--- src/rtl/bram_arb_pkg.sv ---
`default_nettype none
// ============================================================================
// Module      : bram_arb_pkg
// Description : Shared types and constants for the two-port byte-BRAM arbiter.
//               It holds the FSM state encoding, the access-size codes, the
//               grant IDs, and a helper that maps a size code to the index of
//               its last beat.
// Revision    : 1.0 - initial release
// ============================================================================
package bram_arb_pkg;

  typedef enum logic [1:0] {
    ST_IDLE   = 2'd0,
    ST_ACCESS = 2'd1,
    ST_FIN    = 2'd2,
    ST_ACK    = 2'd3
  } state_t;

  localparam logic [1:0] SZ_BYTE = 2'd0;
  localparam logic [1:0] SZ_HALF = 2'd1;
  localparam logic [1:0] SZ_WORD = 2'd2;

  typedef enum logic {
    GNT_A = 1'b0,
    GNT_B = 1'b1
  } gnt_t;

  // Index of the final byte beat. The reserved size code 3 behaves as a word.
  function automatic logic [1:0] last_beat(input logic [1:0] size);
    case (size)
      SZ_BYTE: return 2'd0;
      SZ_HALF: return 2'd1;
      SZ_WORD: return 2'd3;
      default: return 2'd3;
    endcase
  endfunction

endpackage
`default_nettype wire

--- src/rtl/bram_rr_arb.sv ---
`default_nettype none
// ============================================================================
// Module      : bram_rr_arb
// Description : Two-input round-robin picker. A lone requester always wins.
//               When both ports request, the port that was not granted last
//               wins.
// Ports       : i_req_a      - request from port A
//               i_req_b      - request from port B
//               i_last_grant - port granted most recently
//               o_grant      - selected port (only meaningful if any request)
// Revision    : 1.0 - initial release
// ============================================================================
module bram_rr_arb
  import bram_arb_pkg::*;
(
  input  logic i_req_a,
  input  logic i_req_b,
  input  gnt_t i_last_grant,
  output gnt_t o_grant
);

  always_comb begin
    o_grant = GNT_A;
    if (i_req_a && i_req_b) begin
      if (i_last_grant == GNT_A) begin
        o_grant = GNT_B;
      end
    end else if (i_req_b) begin
      o_grant = GNT_B;
    end
  end

endmodule
`default_nettype wire

--- src/rtl/bram_arbiter.sv ---
`default_nettype none
// ============================================================================
// Module      : bram_arbiter
// Description : Shares one byte-wide single-port BRAM (1-cycle read latency)
//               between a CPU port (A: byte/half/word) and a loader port
//               (B: byte). Multi-byte accesses are split into little-endian
//               byte beats, and read bytes are assembled into the result.
// Ports       : clk, rst_n                    - clock, async active-low reset
//               a_req/a_we/a_size/a_addr/a_wdata - CPU request (held to ack)
//               a_ack/a_rdata                  - CPU completion pulse and data
//               b_req/b_we/b_addr/b_wdata      - loader request (held to ack)
//               b_ack/b_rdata                  - loader completion and data
//               mem_addr/mem_wdata/mem_wen/mem_ren/mem_rdata - BRAM side
// Revision    : 1.0 - initial release
// ============================================================================
module bram_arbiter
  import bram_arb_pkg::*;
#(
  parameter int ADDR_WIDTH = 10
) (
  input  logic                  clk,
  input  logic                  rst_n,
  input  logic                  a_req,
  input  logic                  a_we,
  input  logic [1:0]            a_size,
  input  logic [ADDR_WIDTH-1:0] a_addr,
  input  logic [31:0]           a_wdata,
  output logic                  a_ack,
  output logic [31:0]           a_rdata,
  input  logic                  b_req,
  input  logic                  b_we,
  input  logic [ADDR_WIDTH-1:0] b_addr,
  input  logic [7:0]            b_wdata,
  output logic                  b_ack,
  output logic [7:0]            b_rdata,
  output logic [ADDR_WIDTH-1:0] mem_addr,
  output logic [7:0]            mem_wdata,
  output logic                  mem_wen,
  output logic                  mem_ren,
  input  logic [7:0]            mem_rdata
);

  state_t                r_state;
  state_t                w_state_nxt;
  gnt_t                  r_gnt;
  gnt_t                  r_last_gnt;
  gnt_t                  w_gnt;
  logic                  r_we;
  logic [ADDR_WIDTH-1:0] r_addr;
  logic [31:0]           r_wdata;
  logic [1:0]            r_last_beat;
  logic [1:0]            r_beat;
  logic                  r_rd_pend;
  logic [1:0]            r_rd_idx;
  logic [31:0]           r_a_rdata;
  logic [7:0]            r_b_rdata;
  logic                  w_grant_en;
  logic                  w_beat_done;

  assign w_grant_en  = (r_state == ST_IDLE) && (a_req || b_req);
  assign w_beat_done = (r_beat == r_last_beat);

  bram_rr_arb u_arb (
    .i_req_a      (a_req),
    .i_req_b      (b_req),
    .i_last_grant (r_last_gnt),
    .o_grant      (w_gnt)
  );

  always_ff @(posedge clk or negedge rst_n) begin
    if (!rst_n) begin
      r_state <= ST_IDLE;
    end else begin
      r_state <= w_state_nxt;
    end
  end

  always_comb begin
    w_state_nxt = r_state;
    case (r_state)
      ST_IDLE: begin
        if (a_req || b_req) w_state_nxt = ST_ACCESS;
      end
      ST_ACCESS: begin
        if (w_beat_done) begin
          if (r_we) w_state_nxt = ST_ACK;
          else      w_state_nxt = ST_FIN;
        end
      end
      ST_FIN:  w_state_nxt = ST_ACK;
      ST_ACK:  w_state_nxt = ST_IDLE;
      default: w_state_nxt = ST_IDLE;
    endcase
  end

  // Request latch, beat counter and read-data capture. The read data of a
  // beat arrives one cycle later, so the beat index is delayed alongside a
  // pending flag. The final byte is therefore captured during FIN.
  always_ff @(posedge clk or negedge rst_n) begin
    if (!rst_n) begin
      r_gnt       <= GNT_A;
      r_last_gnt  <= GNT_B;
      r_we        <= 1'b0;
      r_addr      <= '0;
      r_wdata     <= '0;
      r_last_beat <= 2'd0;
      r_beat      <= 2'd0;
      r_rd_pend   <= 1'b0;
      r_rd_idx    <= 2'd0;
      r_a_rdata   <= '0;
      r_b_rdata   <= '0;
    end else begin
      r_rd_pend <= (r_state == ST_ACCESS) && !r_we;
      r_rd_idx  <= r_beat;
      if (w_grant_en) begin
        r_gnt      <= w_gnt;
        r_last_gnt <= w_gnt;
        r_beat     <= 2'd0;
        if (w_gnt == GNT_A) begin
          r_we        <= a_we;
          r_addr      <= a_addr;
          r_wdata     <= a_wdata;
          r_last_beat <= last_beat(a_size);
          r_a_rdata   <= '0;
        end else begin
          r_we        <= b_we;
          r_addr      <= b_addr;
          r_wdata     <= {24'h0, b_wdata};
          r_last_beat <= 2'd0;
          r_b_rdata   <= '0;
        end
      end else if (r_state == ST_ACCESS) begin
        r_beat <= r_beat + 2'd1;
      end
      if (r_rd_pend) begin
        if (r_gnt == GNT_A) r_a_rdata[{r_rd_idx, 3'b000} +: 8] <= mem_rdata;
        else                r_b_rdata <= mem_rdata;
      end
    end
  end

  // BRAM drive is active only in ACCESS. The address adds the beat index and
  // wraps at the top of the BRAM.
  always_comb begin
    mem_addr  = '0;
    mem_wdata = 8'h00;
    mem_wen   = 1'b0;
    mem_ren   = 1'b0;
    if (r_state == ST_ACCESS) begin
      mem_addr  = r_addr + {{(ADDR_WIDTH-2){1'b0}}, r_beat};
      mem_wdata = r_wdata[{r_beat, 3'b000} +: 8];
      mem_wen   = r_we;
      mem_ren   = !r_we;
    end
  end

  assign a_ack   = (r_state == ST_ACK) && (r_gnt == GNT_A);
  assign b_ack   = (r_state == ST_ACK) && (r_gnt == GNT_B);
  assign a_rdata = r_a_rdata;
  assign b_rdata = r_b_rdata;

endmodule
`default_nettype wire

--- config.mk ---
export PLATFORM = sky130hd
export DESIGN_NAME = bram_arbiter
export DESIGN_NICKNAME = d
export VERILOG_FILES = /design/src/rtl/bram_arb_pkg.sv /design/src/rtl/bram_rr_arb.sv /design/src/rtl/bram_arbiter.sv
export SDC_FILE = /design/constraint.sdc
export NUM_CORES = 1
export LEC_CHECK = 0
export CORE_MARGIN = 10
export CORE_UTILIZATION = 45
export DETAILED_ROUTE_END_ITERATION = 10
export GPL_ROUTABILITY_DRIVEN = 1
export PLACE_DENSITY = 0.78
export SKIP_CTS_REPAIR_TIMING = 1
export SYNTH_ARGS = -nofsm -noshare
export SYNTH_HDL_FRONTEND = slang
export SYNTH_SLANG_ARGS = --single-unit
--- constraint.sdc ---
create_clock -name clk -period 2.6 [get_ports clk]
set_input_delay 0.39 -clock clk [delete_from_list [all_inputs] [get_ports clk]]
set_output_delay 0.39 -clock clk [all_outputs]
set_load 0.005 [all_outputs]
==> impl_metrics.csv, run 1 <==
group,metric,value,unit
detailed_routing,routedWlPerCell,19.8,um
sta,timing.clock.skew,11.2,ps
finish,finish.net_count,569,
synth,synth-edff-count,0,
min_path,hp-class,"input pin to asynchronous set/reset pin",
detailed_routing,routed.top_layer,"met4",
synth,synth.top_cells.by_count,"dfrtp_1, a22o_1, nand2_1, inv_1",
place,port_buffer_count,137,
critical_path,worstPathBufferInverterCount,1,
synth,synth.yosys.warnings,0,
synth,yosysMostFrequentCell,"dfrtp_1",
critical_path,criticalPathCategory,"register to primary output",
pwr,p_leak,2.79,nW
floorplanning,rows,35,
place,detailed_place.area,5770,um^2
floorplanning,die_area,13700,um^2
sta,setup_ws,-26.0,ps
detailed_routing,remaining_drc_errors,0,
synth,part_of_the_yosys_area_used_for_sequential_elements,0.554,
global_routing,grt_pass1_vias,3586,
finish,insertedDiodeCount,0,
synth,netlist-cell-type-count,43,
synth,synth-seq-cells,94,
critical_path,timing.critical_path.to_type,"primary output",
cts,ctsRootBufferMaster,"clkbuf_8",
global_routing,overflow,0,
cts,clock_latency,360,ps
global_routing,track_usage,0.171,
run,maxCapViolations,0,
sta,setup-violations-final,1,
finish,fillerInstances,709,
synth,yosys_most_used_dff,"dfrtp_1",
critical_path,path_max_fanout,5,
floorplanning,core,9200,um^2
sta,timing_max_transition_violations_final,0,
detailed_routing,met3_length,1210,um
pwr,pwr_density_cell,987,nW/um^2
finish,final_cell_area,6010,um^2
global_routing,antenna_found_initial,0,
detailed_routing,detailed_routing_iterations_pass_1,5,
floorplanning,chipWidth,117,um
critical_path,path_cells,"ha_4 > a21oi_2 > nand2b_1 > xnor2_1 > and2_1 > clkdlybuf4s50_1",
outcome,violations_in_the_final_reports,"negative setup slack",
synth,post_synthesis_instance_area,4250,um^2
global_routing,wire_length_of_the_first_global_routing_pass,18500,um
finish,final_cells,597,
synth,postSynthCellCount,344,
cts,cts_made_buffers,9,
sta,final-hold-violation-count,0,
synth,synthDominantCellAreaShare,0.548,
detailed_routing,met2_length,5700,um
critical_path,cell_class_contributing_the_biggest_share_of_worst_path_delay,"buffers and inverters",
sta,max_slew_margin,0.548,
detailed_routing,antenna_violating_nets_post_route,0,
place,globalplace.congestion,0.801,
critical_path,worst_path_cell_with_the_longest_stage_delay,"clkdlybuf4s50_1",
finish,drive_gt1_frac,0.103,
cts,clock_sinks,94,
finish,layout-area-overhead-vs-synth,41.5,%
sta,setup_repair_after_global_routing_missed_its_margin,"true",
outcome,status,"finished with violations",
sta,tightest_slew,678,ps
place,numPlacedInstances,580,
detailed_routing,mean_number_of_vias_per_cell,5.68,
sta,achievable-frequency,381,MHz
cts,cts-root-to-sink-buffers,2,
floorplanning,floorplan.initialDensity,0.462,
sta,layout_min_cycle_time,2630,ps
detailed_routing,detail_route.wirelength.met1,4740,um
sta,layout_worst_path_cycle_share,1.01,
sta,setup_total_negative_slack,-26.0,ps
critical_path,worst-endpoint-required,2210,ps
detailed_routing,route.final.wire_length,11900,um
critical_path,start_kind,"register",
critical_path,startpoint_of_the_most_critical_setup_path,"r_addr[1]",
synth,avg_synthesized_cell_area,12.3,um^2
floorplanning,chipHeight,117,um
detailed_routing,route.vias.total,3390,
critical_path,critPathMaxStageDelay,500,ps
cts,cts_tree,"built",
critical_path,cp.arrival,2240,ps
pwr,power,5.93,mW
floorplanning,pin_count,138,
sta,finalHoldWorstSlack,3.54,ps
pwr,vdd_ir_drop_max,0.406,mV
place,dp.final_hpwl,8830,um
synth,synth_nets,432,
synth,post_synth_main_area_contributors,"dfrtp_1, a22o_1, a222oi_1, mux4_2, ha_1",
synth,synth-async-reset-ratio,1.00,
detailed_routing,drt_first_iter_violations,282,
cts,ctsHtreeMaxLevel,3,
cts,clkSlewWorstSetupHoldPaths,90,ps
synth,synth_largest_area_cell,"dfrtp_1",
global_routing,grt_start_max_net_pins,55,
critical_path,worst_r2r_src,"r_state[0]",
-- metrics by stage --
stage	util	setup slack (ps)
2_1_floorplan	-	707
3_5_place_dp	0.627	150
4_1_cts	0.647	-277
3_3_place_gp	0.627	187
5_1_grt	0.653	-131
6_report	0.653	-26.0
-- cells in the final DEF (no fill, tap or decap), types with 3 or more instances in the layout --
cell / count
xor2_1: 6
and2_1: 19
a21oi_2: 3
mux4_2: 8
clkdlybuf4s50_1: 131
nand3_1: 3
xnor2_1: 4
buf_12: 4
dfrtp_1: 92
ha_1: 9
a222oi_1: 19
o21ai_0: 11
buf_4: 5
clkbuf_8: 9
nand2_1: 27
nor2b_1: 4
a22o_1: 57
inv_1: 26
dlymetal6s2s_1: 5
a21oi_1: 3
-- logic make-up (layout without fill, tap and decap cells) --
| kind of cell | after synthesis | in the layout | share of synthesized area |
|---|---|---|---|
| AND/OR/NAND/NOR | 71 | 71 | 0.0922 |
| buffers and inverters | 46 | 188 | 0.0513 |
| multiplexers | 9 | 9 | 0.0451 |
| adder cells (fa/ha/maj) | 12 | 12 | 0.0371 |
| AO/OA/AOI/OAI | 102 | 102 | 0.199 |
| XOR/XNOR | 10 | 10 | 0.0206 |
| flip-flops | 94 | 94 | 0.554 |
-- per-layer routing --
metal	global-route usage	vias to the layer above
met5	0	-
met4	0.0560	0
met3	0.0556	17
met2	0.290	150
met1	0.200	1674
li1	-	1549
-- where the power goes --
part	internal, mW	switching [mW]
sequential	2.02	0.430
clock	0.363	0.529
combinational	1.49	1.10
total	3.87	2.06
-- layout make-up --
class                           instances  area, um^2  share of cell area
Sequential cell                        94        2350               0.392
Timing Repair Buffer                  146        1500               0.250
Clock inverter                          6        52.6             0.00875
Clock buffer                           10         128              0.0212
Inverter                               26        97.6              0.0162
Multi-Input combinational cell        204        1730               0.289
Tap cell                              111         139              0.0231
-- final timing paths --
path / end / slack [ps] / cells after the start
setup / recovery: mem_addr[3] / -30 / 6
hold / removal: a_rdata[28] / 4 / 1
setup reg to reg: a_rdata[0] / 640 / 6
hold reg to reg: r_rd_pend / 490 / 1
max in group asynchronous: r_last_gnt / 1880 / 2
min in group clk: r_rd_pend / 490 / 1
-- flip-flops by register name, summed over array words and instances (netlist names) --
name / flops
a_rdata: 32
r_wdata: 32
r_addr: 10
b_rdata: 8
r_beat: 2
r_last_beat: 2
r_rd_idx: 2
r_state: 2
r_gnt: 1
r_last_gnt: 1
r_rd_pend: 1
r_we: 1
Power figures use the tool's default switching activity.
==> run 2: changes to the inputs <==
--- a/config.mk
+++ b/config.mk
@@ -7,10 +7,12 @@
 export LEC_CHECK = 0
 export CORE_MARGIN = 10
 export CORE_UTILIZATION = 45
+export CTS_CLUSTER_SIZE = 14
 export DETAILED_ROUTE_END_ITERATION = 10
 export GPL_ROUTABILITY_DRIVEN = 1
 export PLACE_DENSITY = 0.78
 export SKIP_CTS_REPAIR_TIMING = 1
+export SLEW_MARGIN = 15
 export SYNTH_ARGS = -nofsm -noshare
 export SYNTH_HDL_FRONTEND = slang
 export SYNTH_SLANG_ARGS = --single-unit
==> results of run 2 <==
No change in the layout: final DEF, timing and power equal those of run 1.
==> run 3: changes to the inputs <==
--- a/config.mk
+++ b/config.mk
@@ -5,12 +5,12 @@
 export SDC_FILE = /design/constraint.sdc
 export NUM_CORES = 1
 export LEC_CHECK = 0
-export CORE_MARGIN = 10
-export CORE_UTILIZATION = 45
+export CORE_MARGIN = 2
+export CORE_UTILIZATION = 30
 export CTS_CLUSTER_SIZE = 14
 export DETAILED_ROUTE_END_ITERATION = 10
 export GPL_ROUTABILITY_DRIVEN = 1
-export PLACE_DENSITY = 0.78
+export PLACE_DENSITY_LB_ADDON = 0.15
 export SKIP_CTS_REPAIR_TIMING = 1
 export SLEW_MARGIN = 15
 export SYNTH_ARGS = -nofsm -noshare
==> run 3 against run 2 <==
The flow now finishes without violations; critical path type unchanged; clock-buffer cell count stayed put; sequential power barely moved; clock power rose by 74%; routed wire length is 0.43% lower; highest routed layer unchanged; setup slack better by 100 ps; clock skew fell by 2.7 ps.
==> impl_metrics.csv, run 3 (synthesized netlist as in run 1, its figures left out) <==
group,metric,value,unit
outcome,status,"finished clean",
detailed_routing,routedWlPerCell,17.6,um
detailed_routing,mean_number_of_vias_per_cell,5.02,
global_routing,wire_length_of_the_first_global_routing_pass,18500,um
sta,final-hold-violation-count,0,
sta,layout_worst_path_cycle_share,0.970,
detailed_routing,route.vias.total,3372,
critical_path,path_cells,"ha_4 > a21oi_4 > or3_1 > a21boi_1 > clkdlybuf4s50_1",
detailed_routing,drt_first_iter_violations,246,
critical_path,path_max_fanout,5,
floorplanning,die_area,15100,um^2
finish,layout-area-overhead-vs-synth,49.0,%
cts,cts-root-to-sink-buffers,2,
critical_path,start_kind,"register",
sta,timing_max_transition_violations_final,0,
floorplanning,chipWidth,123,um
floorplanning,pin_count,138,
detailed_routing,route.final.wire_length,11800,um
cts,clock_sinks,94,
global_routing,overflow,0,
run,maxCapViolations,0,
global_routing,grt_pass1_vias,3375,
finish,mostFrequentLayoutCells,"clkdlybuf4s50_1, dfrtp_1, a22o_1, nand2_1, inv_1",
finish,insertedDiodeCount,0,
place,port_buffer_count,137,
pwr,vdd_ir_drop_max,0.473,mV
detailed_routing,remaining_drc_errors,0,
critical_path,critPathMaxStageDelay,520,ps
floorplanning,chipHeight,123,um
critical_path,cp.arrival,2130,ps
sta,max_slew_margin,0.508,
finish,finish.net_count,575,
finish,final_cells,672,
critical_path,timing.critical_path.to_type,"primary output",
detailed_routing,detailed_routing_iterations_pass_1,7,
floorplanning,rows,43,
critical_path,worst-endpoint-required,2210,ps
cts,ctsHtreeMaxLevel,3,
global_routing,antenna_found_initial,0,
sta,tightest_slew,735,ps
finish,layout.cells.most_common,"clkdlybuf4s50_1",
min_path,hp-class,"input pin to asynchronous set/reset pin",
critical_path,worstPathBufferInverterCount,1,
cts,cts_tree,"built",
critical_path,cell_class_contributing_the_biggest_share_of_worst_path_delay,"buffers and inverters",
place,globalplace.congestion,0.786,
cts,clkSlewWorstSetupHoldPaths,70,ps
place,dp_worst_setup_slack,171,ps
cts,ctsRootBufferMaster,"clkbuf_16",
sta,achievable-frequency,396,MHz
floorplanning,floorplan.initialDensity,0.307,
floorplanning,core,13800,um^2
cts,clock_latency,350,ps
pwr,pwr_density_cell,1050,nW/um^2
sta,layout_min_cycle_time,2520,ps
detailed_routing,antenna_violating_nets_post_route,0,
sta,setup_ws,77.6,ps
sta,setup-violations-final,0,
sta,timing.clock.skew,8.48,ps
place,dp.final_hpwl,8430,um
global_routing,track_usage,0.163,
global_routing,grt_start_max_net_pins,53,
place,numPlacedInstances,651,
pwr,p_leak,2.92,nW
critical_path,worst_path_cell_with_the_longest_stage_delay,"clkdlybuf4s50_1",
cts,cts_made_buffers,9,
finish,drive_gt1_frac,0.112,
critical_path,criticalPathCategory,"register to primary output",
-- run 3: worst paths after layout --
check,from,slack [ps],end,depth (start not counted)
max,r_beat[1],80,mem_addr[5],5
min,rst_n,50,r_addr[8],1
max reg2reg,r_state[0],750,a_rdata[20],6
min reg2reg,r_last_beat[0],490,r_last_beat[0],2
max in group asynchronous,rst_n,1890,r_addr[1],2
min in group clk,r_last_beat[0],490,r_last_beat[0],2
-- run 3: area by class of cell --
| cell class | count | area [um^2] |
|---|---|---|
| flip-flops and latches | 94 | 2350 |
| inverters | 26 | 97.6 |
| repair buffers | 152 | 1550 |
| clock inverters | 6 | 115 |
| well taps | 180 | 225 |
| fillers | 1282 | 7500 |
| clock buffers | 10 | 239 |
| multi-input cells | 204 | 1750 |
-- run 3: metrics by stage --
stage	TNS, ps	hold WS, ps	utilization	cell area (um^2)	power [mW]
6_report	0	47.4	0.457	6320	6.64
4_1_cts	-810	68.4	0.449	6210	6.61
2_1_floorplan	0	94.4	-	4250	3.84
3_3_place_gp	0	441	0.423	5850	4.97
5_1_grt	-4.37	93.5	0.457	6320	7.10
3_5_place_dp	0	442	0.423	5850	5.01
-- run 3: report_power, final --
group          switching, mW  leakage (nW)  internal [mW]
clock network          0.579         0.170          0.973
logic                   1.11          1.51           1.55
registers              0.414          1.24           2.02
-- run 3: per-layer routing --
layer	wire, um	vias up	track usage
li1	-	1560	-
met1	5140	1672	0.216
met2	5640	127	0.258
met4	171	0	0.0596
met5	0	-	0
met3	845	13	0.0429
